===== config.mk =====
export PLATFORM = sky130hd
export DESIGN_NAME = ovf_range_store_flat
export DESIGN_NICKNAME = d
export VERILOG_FILES = /design/src/rtl/insa_ovf_pkg.sv /design/src/rtl/ovf_range_store_if.sv /design/src/rtl/ovf_range_match.sv /design/src/rtl/ovf_range_store.sv /design/src/flat_wrapper.sv
export SDC_FILE = /design/constraint.sdc
export NUM_CORES = 2
export LEC_CHECK = 0
export CAP_MARGIN = 15
export CORE_ASPECT_RATIO = 0.7
export CORE_UTILIZATION = 51
export DETAILED_ROUTE_END_ITERATION = 16
export PLACE_DENSITY = 0.75
export SLEW_MARGIN = 20
export SYNTH_ARGS = -nofsm -noshare
export SYNTH_HDL_FRONTEND = slang
export SYNTH_SLANG_ARGS = --single-unit

===== constraint.sdc =====
create_clock -name clk_i -period 3.33 [get_ports clk_i]
set_input_delay 0.333 -clock clk_i [delete_from_list [all_inputs] [get_ports clk_i]]
set_output_delay 0.333 -clock clk_i [all_outputs]
set_load 0.01 [all_outputs]

===== src/rtl/insa_ovf_pkg.sv =====
// Shared types and default sizes for the heap-overflow tracker and its range store.
// OVF_MERGE_EN selects overlap/adjacency merging in ovf_range_store.
package insa_ovf_pkg;

  localparam int OVF_NR_ENTRIES = 8;
  localparam int OVF_ADDR_W     = 32;

  typedef struct packed {
    logic                  valid;
    logic [OVF_ADDR_W-1:0] first;
    logic [OVF_ADDR_W-1:0] last;
  } ovf_range_t;

endpackage


===== src/rtl/ovf_range_store_if.sv =====
// Write/query bundle between the overflow tracker (master) and the range store (slave).
// There is no handshake: a write is taken in any cycle wr_en_i is high, queries are combinational.
interface ovf_range_store_if #(
  parameter int NrEntries = 8,
  parameter int AddrWidth = 32
);
  logic                         clear_i;
  logic                         wr_en_i;
  logic [AddrWidth-1:0]         wr_first_i;
  logic [AddrWidth-1:0]         wr_last_i;
  logic [AddrWidth-1:0]         find_addr_i;
  logic [AddrWidth-1:0]         base_addr_i;
  logic                         addr_in_range_o;
  logic                         addr_is_first_o;
  logic                         read_overflow_o;
  logic [31:0]                  read_o;
  logic [31:0]                  read2_o;
  logic [$clog2(NrEntries):0]   count_o;
  logic                         full_o;

  modport master (
    output clear_i, wr_en_i, wr_first_i, wr_last_i, find_addr_i, base_addr_i,
    input  addr_in_range_o, addr_is_first_o, read_overflow_o, read_o, read2_o, count_o, full_o
  );

  modport slave (
    input  clear_i, wr_en_i, wr_first_i, wr_last_i, find_addr_i, base_addr_i,
    output addr_in_range_o, addr_is_first_o, read_overflow_o, read_o, read2_o, count_o, full_o
  );
endinterface


===== src/rtl/ovf_range_match.sv =====
// Per-entry comparators: query hits and, with OVF_MERGE_EN, whether the incoming write touches it.
module ovf_range_match #(
  parameter int AddrWidth = 32
) (
  input  logic                 valid,
  input  logic [AddrWidth-1:0] first,
  input  logic [AddrWidth-1:0] last,
  input  logic [AddrWidth-1:0] find_addr,
  input  logic [AddrWidth-1:0] base_addr,
  input  logic [AddrWidth-1:0] wr_first,
  input  logic [AddrWidth-1:0] wr_last,
  output logic                 in_range,
  output logic                 is_first,
  output logic                 rd_ovf,
  output logic                 touches
);

  assign in_range = valid && (find_addr >= first) && (find_addr <= last);
  assign is_first = valid && (find_addr == first);
  assign rd_ovf   = valid && (base_addr == first) && (find_addr > last);

`ifdef OVF_MERGE_EN
  // One extra bit so last+1 / wr_last+1 never wrap at all-ones addresses.
  logic [AddrWidth:0] last_p1;
  logic [AddrWidth:0] wr_last_p1;
  assign last_p1    = {1'b0, last} + 1'b1;
  assign wr_last_p1 = {1'b0, wr_last} + 1'b1;
  assign touches    = valid && ({1'b0, wr_first} <= last_p1) && (wr_last_p1 >= {1'b0, first});
`else
  logic unused_wr;
  assign unused_wr = ^{wr_first, wr_last};
  assign touches   = 1'b0;
`endif

endmodule


===== src/rtl/ovf_range_store.sv =====
// Circular store of overflowed address ranges with combinational lookups.
// Define OVF_MERGE_EN to merge a write into the lowest-index touching entry instead of allocating.
module ovf_range_store
  import insa_ovf_pkg::*;
#(
  parameter int NrEntries = OVF_NR_ENTRIES,
  parameter int AddrWidth = OVF_ADDR_W
) (
  input  logic              clk_i,
  input  logic              rst_ni,
  ovf_range_store_if.slave  bus
);

  localparam int IdxW = $clog2(NrEntries);
  localparam int CntW = IdxW + 1;

  logic [NrEntries-1:0]                valid_q;
  logic [NrEntries-1:0][AddrWidth-1:0] first_q;
  logic [NrEntries-1:0][AddrWidth-1:0] last_q;
  logic [IdxW-1:0]                     wr_ptr_q;
  logic [IdxW-1:0]                     last_idx_q;
  logic [CntW-1:0]                     count_q;

  logic [NrEntries-1:0] in_range;
  logic [NrEntries-1:0] is_first;
  logic [NrEntries-1:0] rd_ovf;
  logic [NrEntries-1:0] touches;
  logic                 wr_ok;

  for (genvar gi = 0; gi < NrEntries; gi++) begin : g_match
    ovf_range_match #(.AddrWidth(AddrWidth)) u_match (
      .valid     (valid_q[gi]),
      .first     (first_q[gi]),
      .last      (last_q[gi]),
      .find_addr (bus.find_addr_i),
      .base_addr (bus.base_addr_i),
      .wr_first  (bus.wr_first_i),
      .wr_last   (bus.wr_last_i),
      .in_range  (in_range[gi]),
      .is_first  (is_first[gi]),
      .rd_ovf    (rd_ovf[gi]),
      .touches   (touches[gi])
    );
  end

  assign wr_ok = bus.wr_en_i && (bus.wr_first_i <= bus.wr_last_i);

`ifdef OVF_MERGE_EN
  logic                 merge_hit;
  logic [IdxW-1:0]      merge_idx;
  logic [AddrWidth-1:0] merged_first;
  logic [AddrWidth-1:0] merged_last;

  // Lowest touching index wins; scanning downward leaves it last-assigned.
  always_comb begin
    merge_hit = |touches;
    merge_idx = '0;
    for (int i = NrEntries - 1; i >= 0; i--) begin
      if (touches[i]) merge_idx = IdxW'(i);
    end
  end

  assign merged_first = (bus.wr_first_i < first_q[merge_idx]) ? bus.wr_first_i : first_q[merge_idx];
  assign merged_last  = (bus.wr_last_i  > last_q[merge_idx])  ? bus.wr_last_i  : last_q[merge_idx];
`else
  logic unused_touches;
  assign unused_touches = ^touches;
`endif

  always_ff @(posedge clk_i or negedge rst_ni) begin
    if (!rst_ni) begin
      valid_q    <= '0;
      first_q    <= '0;
      last_q     <= '0;
      wr_ptr_q   <= '0;
      last_idx_q <= '0;
      count_q    <= '0;
    end else if (bus.clear_i) begin
      valid_q    <= '0;
      wr_ptr_q   <= '0;
      last_idx_q <= '0;
      count_q    <= '0;
    end else if (wr_ok) begin
`ifdef OVF_MERGE_EN
      if (merge_hit) begin
        first_q[merge_idx] <= merged_first;
        last_q[merge_idx]  <= merged_last;
        last_idx_q         <= merge_idx;
      end else
`endif
      begin
        // Oldest slot is overwritten once full; wr_ptr wraps as NrEntries is a power of two.
        valid_q[wr_ptr_q] <= 1'b1;
        first_q[wr_ptr_q] <= bus.wr_first_i;
        last_q[wr_ptr_q]  <= bus.wr_last_i;
        last_idx_q        <= wr_ptr_q;
        wr_ptr_q          <= wr_ptr_q + 1'b1;
        if (count_q != CntW'(NrEntries)) count_q <= count_q + 1'b1;
      end
    end
  end

  assign bus.addr_in_range_o = |in_range;
  assign bus.addr_is_first_o = |is_first;
  assign bus.read_overflow_o = |rd_ovf;
  assign bus.read_o          = 32'(first_q[last_idx_q]);
  assign bus.read2_o         = 32'(last_q[last_idx_q]);
  assign bus.count_o         = count_q;
  assign bus.full_o          = (count_q == CntW'(NrEntries));

endmodule

===== src/flat_wrapper.sv =====
// flat-port wrapper written by rule: the top's interface ports become plain ports
module ovf_range_store_flat import insa_ovf_pkg::*;
#(
  parameter int NrEntries = OVF_NR_ENTRIES,
  parameter int AddrWidth = OVF_ADDR_W
)
  (clk_i, rst_ni, bus_clear_i, bus_wr_en_i, bus_wr_first_i, bus_wr_last_i, bus_find_addr_i, bus_base_addr_i, bus_addr_in_range_o, bus_addr_is_first_o, bus_read_overflow_o, bus_read_o, bus_read2_o, bus_count_o, bus_full_o);
  ovf_range_store_if #(.NrEntries(NrEntries), .AddrWidth(AddrWidth)) bus_i ();
  input  logic clk_i;
  input  logic rst_ni;
  input wire logic [$bits(bus_i.clear_i)-1:0] bus_clear_i;
  input wire logic [$bits(bus_i.wr_en_i)-1:0] bus_wr_en_i;
  input wire logic [$bits(bus_i.wr_first_i)-1:0] bus_wr_first_i;
  input wire logic [$bits(bus_i.wr_last_i)-1:0] bus_wr_last_i;
  input wire logic [$bits(bus_i.find_addr_i)-1:0] bus_find_addr_i;
  input wire logic [$bits(bus_i.base_addr_i)-1:0] bus_base_addr_i;
  output wire logic [$bits(bus_i.addr_in_range_o)-1:0] bus_addr_in_range_o;
  output wire logic [$bits(bus_i.addr_is_first_o)-1:0] bus_addr_is_first_o;
  output wire logic [$bits(bus_i.read_overflow_o)-1:0] bus_read_overflow_o;
  output wire logic [$bits(bus_i.read_o)-1:0] bus_read_o;
  output wire logic [$bits(bus_i.read2_o)-1:0] bus_read2_o;
  output wire logic [$bits(bus_i.count_o)-1:0] bus_count_o;
  output wire logic [$bits(bus_i.full_o)-1:0] bus_full_o;
  assign bus_i.clear_i = bus_clear_i;
  assign bus_i.wr_en_i = bus_wr_en_i;
  assign bus_i.wr_first_i = bus_wr_first_i;
  assign bus_i.wr_last_i = bus_wr_last_i;
  assign bus_i.find_addr_i = bus_find_addr_i;
  assign bus_i.base_addr_i = bus_base_addr_i;
  assign bus_addr_in_range_o = bus_i.addr_in_range_o;
  assign bus_addr_is_first_o = bus_i.addr_is_first_o;
  assign bus_read_overflow_o = bus_i.read_overflow_o;
  assign bus_read_o = bus_i.read_o;
  assign bus_read2_o = bus_i.read2_o;
  assign bus_count_o = bus_i.count_o;
  assign bus_full_o = bus_i.full_o;
  ovf_range_store #(.NrEntries(NrEntries), .AddrWidth(AddrWidth)) u_core (.clk_i(clk_i), .rst_ni(rst_ni), .bus(bus_i));
endmodule

## Word-level counts from Yosys, hierarchy flattened

Cells that the tools add are included.

| storage, ports and cells | value |
|---|---|
| register bits after elaboration | 530 |
| bits of input ports | 132 |
| output and inout port bits | 72 |
| logic and storage cells | 138 |

| cells by class | value |
|---|---|
| add/subtract/negate cells | 2 |
| order comparisons | 28 |
| eq/ne operators | 18 |
| mux-type cells | 19 |
| bitwise gates (word level) | 2 |
| reductions and logical operators | 49 |

Operators by type and width:

| cell | count |
|---|---|
| 256-bit bitwise mux | 2 |
| 32-bit == test | 16 |
| 32-bit <= comparator | 9 |
| 32-bit >= comparator | 8 |
| 32-bit > comparator | 8 |
| 32-bit binary-select mux with 3-bit select | 2 |
| 32-bit demux with 3-bit select | 1 |
| 32-bit two-way mux | 3 |
| 1-bit logical AND | 42 |
| 8-bit OR reduction | 3 |
| 8-bit two-way mux | 2 |
| 3-bit two-way mux | 4 |
| 4-bit two-way mux | 3 |
| 3-bit by 4-bit less-than comparator with 1-bit output (second input constant) | 2 |
| 8-bit bitwise OR | 1 |
| 4-bit by 1-bit adder with 4-bit output (second input constant) | 1 |
| 4-bit == test (second input constant) | 1 |
| 4-bit != test (second input constant) | 1 |
| 2-bit AND reduction | 2 |
| 2-bit nonzero test | 2 |
| 3-bit by 1-bit adder with 3-bit output (second input constant) | 1 |
| 1-bit demux with 3-bit select | 1 |
| 3-bit by 1-bit >= comparator with 1-bit output (second input constant) | 1 |
| 1-bit two-way mux | 1 |
| 1-bit NOT | 1 |

## Depth between registers and ports, before layout

| depth | value |
|---|---|
| depth after elaboration | 7 |
| depth in mapped cells | 12 |
| mapped depth without buffers | 9 |

## Cells and area by module

Synthesis repeated with hierarchy kept, for this count alone.

| second synthesis, totals | value |
|---|---|
| cell total of the unflattened synthesis | 3706 |
| area total of the unflattened synthesis | 40719.1 um^2 |

By module, submodules not included:

| module | instances | cells each | area an instance (um^2) | sequential area each (um^2) |
|---|---|---|---|---|
| ovf_range_store | 1 | 1522 | 24673.7 | 13262.7 |
| ovf_range_match | 8 | 273 | 2005.7 | 0.0 |

## Worst setup path after synthesis

OpenSTA, ideal clock, no wires.

| timing path | value |
|---|---|
| path kind | input to register |
| start point | input bus_wr_last_i[9] |
| end point | register u_core.first_q[109] (netlist name) |
| setup time | 125 ps |
| arrival | 2738 ps |
| required time | 3205 ps |
| setup slack | 467 ps |
| stages on the path | 11 |
| buffers on the path | 2 |
| cells stage by stage | clkinv_1 ha_1 a21o_1 a21o_1 a21oi_1 a2bb2oi_1 a31oi_1 or4b_1 buf_4 buf_6 mux2_4 |

| between the ends | value |
|---|---|
| word-level cells in the longest chain between the ends | 3 |

Ends and longest elaborated chain:

| what | line | text |
|---|---|---|
| start, declared | flat_wrapper.sv:14 | `input wire logic [$bits(bus_i.wr_last_i)-1:0] bus_wr_last_i;` |
| 32-bit <= comparator | ovf_range_store.sv:46 | `assign wr_ok = bus.wr_en_i && (bus.wr_first_i <= bus.wr_last_i);` |
| 1-bit logical AND | ovf_range_store.sv:46 |  |
| 2-bit AND reduction (no source line) | n/a |  |
| end signal, assigned by index | ovf_range_store.sv:94 | `first_q[wr_ptr_q] <= bus.wr_first_i;` |
| end, declared | ovf_range_store.sv:18 | `logic [NrEntries-1:0][AddrWidth-1:0] first_q;` |

Every way passes these cells.
A chain may end at the register's enable or synchronous reset.

## Worst setup path in the final report

| timing path | value |
|---|---|
| start point | input bus_find_addr_i[10] |
| end point | output bus_addr_in_range_o |

| between the ends | value |
|---|---|
| word-level cells in the longest chain between the ends | 4 |
| elaborated cells between the ends (all ways) | 33 |
| those cells by class | 16 x order compare; 17 x reduce/logical |

Ends and longest elaborated chain:

| what | line | text |
|---|---|---|
| start, declared | flat_wrapper.sv:15 | `input wire logic [$bits(bus_i.find_addr_i)-1:0] bus_find_addr_i;` |
| 32-bit >= comparator | ovf_range_match.sv:18 | `assign in_range = valid && (find_addr >= first) && (find_addr <= last);` |
| 1-bit logical AND (2 in series) | ovf_range_match.sv:18 |  |
| 8-bit OR reduction * | ovf_range_store.sv:103 | `assign bus.addr_in_range_o = \|in_range;` |
| end, declared | flat_wrapper.sv:17 | `output wire logic [$bits(bus_i.addr_in_range_o)-1:0] bus_addr_in_range_o;` |

Every way passes the cells marked *; elsewhere a longest branch is shown, timed or not.

==> impl_metrics.ini <==
[clock_tree]
htree_levels = 2
cts_tree = built
cts_made_buffers = 56
clkLatencyLatePin_ns = 0.67
clock_sinks = 530
root_buffer = clkbuf_16
clkTransAtPathRegs_ns = 0.06
clockBufferDepth = 3

[logic_synthesis]
syn_inst = 3769
synth-edff-count = 0
syn-num-nets = 4448
synth_common_cells = ha_1, dfrtp_1, inv_1
syn_area_sq_mm = 0.0399
synthTopCellsByArea = dfrtp_1, ha_1, mux4_2, mux2_2, mux2i_1
synth-seq-cells = 530
avgSynthCellArea_sq_um = 10.6
yosysSeqAreaShare = 0.332
async_flop_share = 1.00
ys_warn_count = 0
synth_cell_type_count = 68
synth.top_cell.area_share = 0.332
yosysTopAreaCell = dfrtp_1
ys.flop_type = dfrtp_1
synthMostInstantiatedCell = ha_1

[power]
leakagePower_nw = 27.7
ir_worst_vdd_mv = 0.443
power_density_mw_per_mm2 = 461

[final_layout]
nFillCells = 5811
syn2layout_area_growth_pct = 34.3
fin_area_sq_mm = 0.0536
fin_cells = 5984
nets = 5572
final_core_util = 0.694
drive_above_1_share = 0.319
multi_input_area_sq_mm = 0.0245
layout.area.seq_sq_mm = 0.0133

[grt]
grt_max_degree = 130
grt.total_usage = 0.420
grtUsageMet2 = 0.591
grt_pass1_wl_um = 242000
overflow = 0
top_usage_layer = met2
use_met1 = 0.590
antenna_found_initial = 6
first_global_vias = 36002
met3_usage = 0.155

[setup_path]
worstSetupPathType = primary input to output pin
crit_fanout = 8
critPathArrivalTime_ns = 3.62
startpoint_type = primary input
cp-end-kind = output pin
worstPathRequired_ns = 3.00

[die]
ios = 204
core_area_sq_mm = 0.0772
die_w_um = 336
die_h_um = 236
die_area_sq_mm = 0.0794
initial_core_util = 0.517
num_rows = 85

[route]
ant_nets = 0
drtIter0Drc = 4767
dr.pass1.iters = 8
drc_errors = 0
vias = 36349
viasPerCell = 6.07
wl_per_cell_um = 28.0
totalWireLength_um = 167000

[timing]
worst_slew_pin_slew_ns = 0.963
fmax_mhz = 253
rsz0062_at_grt = true
fin_crit_ns = 3.96
holdWs_ns = 0.144
setup-violations-final = 3
slew_headroom = 0.356
fin_crit_sh = 1.19
timing.final.hold_violations = 0
setup_ws_ns = -0.627
fin_skew_ns = 0.0356
slew_violations = 0

[run]
drv_cap = 0

[outcome]
violations = negative setup slack
status = finished with violations

[place]
dp.cells = 5854
gp_congestion = 1.14
place.port_buffers = 203
place_ws_ns = -1.23
place_area_sq_mm = 0.0507
place_hpwl_um = 133000

[hold_path]
min_path_type = primary input to async pin
## flip-flops by register name, summed over array words and instances, names as in the netlist
name                cells
u_core.valid_q          8
u_core.bus.count_o      4
u_core.wr_ptr_q         3
u_core.last_q         256
u_core.first_q        256
u_core.last_idx_q       3
## metrics by stage
| stage | power [mW] | setup TNS [ns] |
|---|---|---|
| floorplan | 11.9 | 0 |
| global placement | 17.0 | -217.20 |
| detailed placement | 17.2 | -227.35 |
| CTS | 24.3 | -1.24 |
| global route | 25.6 | -1.48 |
| finish | 24.7 | -1.49 |
## cell usage in the layout, fill, tap and decap left out, types with 37 or more instances in the layout
cell type,Yosys,final
a21o_1,55,55
a21oi_1,186,179
buf_12,0,61
buf_4,1,914
clkbuf_16,0,58
clkdlybuf4s50_1,0,192
dfrtp_1,530,525
ha_1,547,537
inv_1,527,514
mux2_2,232,232
mux2i_1,255,255
mux4_2,128,128
nand2_1,170,170
nand3_1,64,64
nand4_1,141,141
nor2_1,41,37
o21ai_0,127,94
xnor2_1,169,168
xor2_1,80,80
## routing by layer
layer  routed length (um)  vias up
met1                68600    17841
met3                23700      398
met4                 6840        8
li1                     -    15817
met2                68100     2285
met5                   45        -
## layout make-up
cell class              count  area share
diodes                      2   0.0000934
clock buffers              77      0.0297
clock inverters            26     0.00702
inverters                 558      0.0392
multi-input cells        2547       0.457
flip-flops and latches    530       0.248
well taps                1044      0.0244
repair buffers           1200       0.195
## worst paths after layout
| kind | start | to | slack, ns | depth (start not counted) |
|---|---|---|---|---|
| min in group clk_i | bus_wr_last_i[24] | u_core.last_q[216] | 0.40 | 4 |
| setup / recovery | bus_find_addr_i[10] | bus_addr_in_range_o | -0.63 | 13 |
| hold reg to reg | u_core.first_q[12] | u_core.first_q[12] | 0.52 | 1 |
| hold / removal | rst_ni | u_core.last_q[57] | 0.14 | 2 |
| max in group asynchronous | rst_ni | u_core.last_idx_q[2] | 1.96 | 3 |
| setup reg to reg | u_core.wr_ptr_q[2] | u_core.first_q[121] | 1.42 | 5 |
## power by group
group          internal (mW)  total [mW]  switching, mW  leakage, nW
combinational           4.71        9.97           5.26         20.6
sequential              7.27        7.73          0.455         6.13
clock                   4.03        7.02           2.99        0.960
## critical path: stages
cell and delay (ns):
clkdlybuf4s50_1 0.51, buf_12 0.14, buf_4 0.21, ha_1 0.28
a21oi_1 0.16, nand2_1 0.11, a221oi_4 0.25, buf_4 0.17
o211ai_1 0.23, a2111o_1 0.51, a32oi_1 0.22, nand4_1 0.26
buf_2 0.23
## kinds of logic after synthesis
| kind of cell | count (synthesis) | synth area share |
|---|---|---|
| mux | 651 | 0.213 |
| compound gates | 507 | 0.0785 |
| xor+xnor | 249 | 0.0546 |
| buf+inv | 692 | 0.0676 |
| flops | 530 | 0.332 |
| fa+ha+maj | 547 | 0.171 |
| simple gates | 593 | 0.0820 |
## timing repair
action / 4_1_cts / 5_1_grt
endpoints found under the setup margin: 53 / 394
hold buffers: 1 / 0
resized for setup: 132 / 54
setup buffers: 19 / 5
endpoints found under the hold margin: 240 / 0
cloned: 1 / 1
pin swaps: 28 / 26
(Power assumes the default switching activity.)
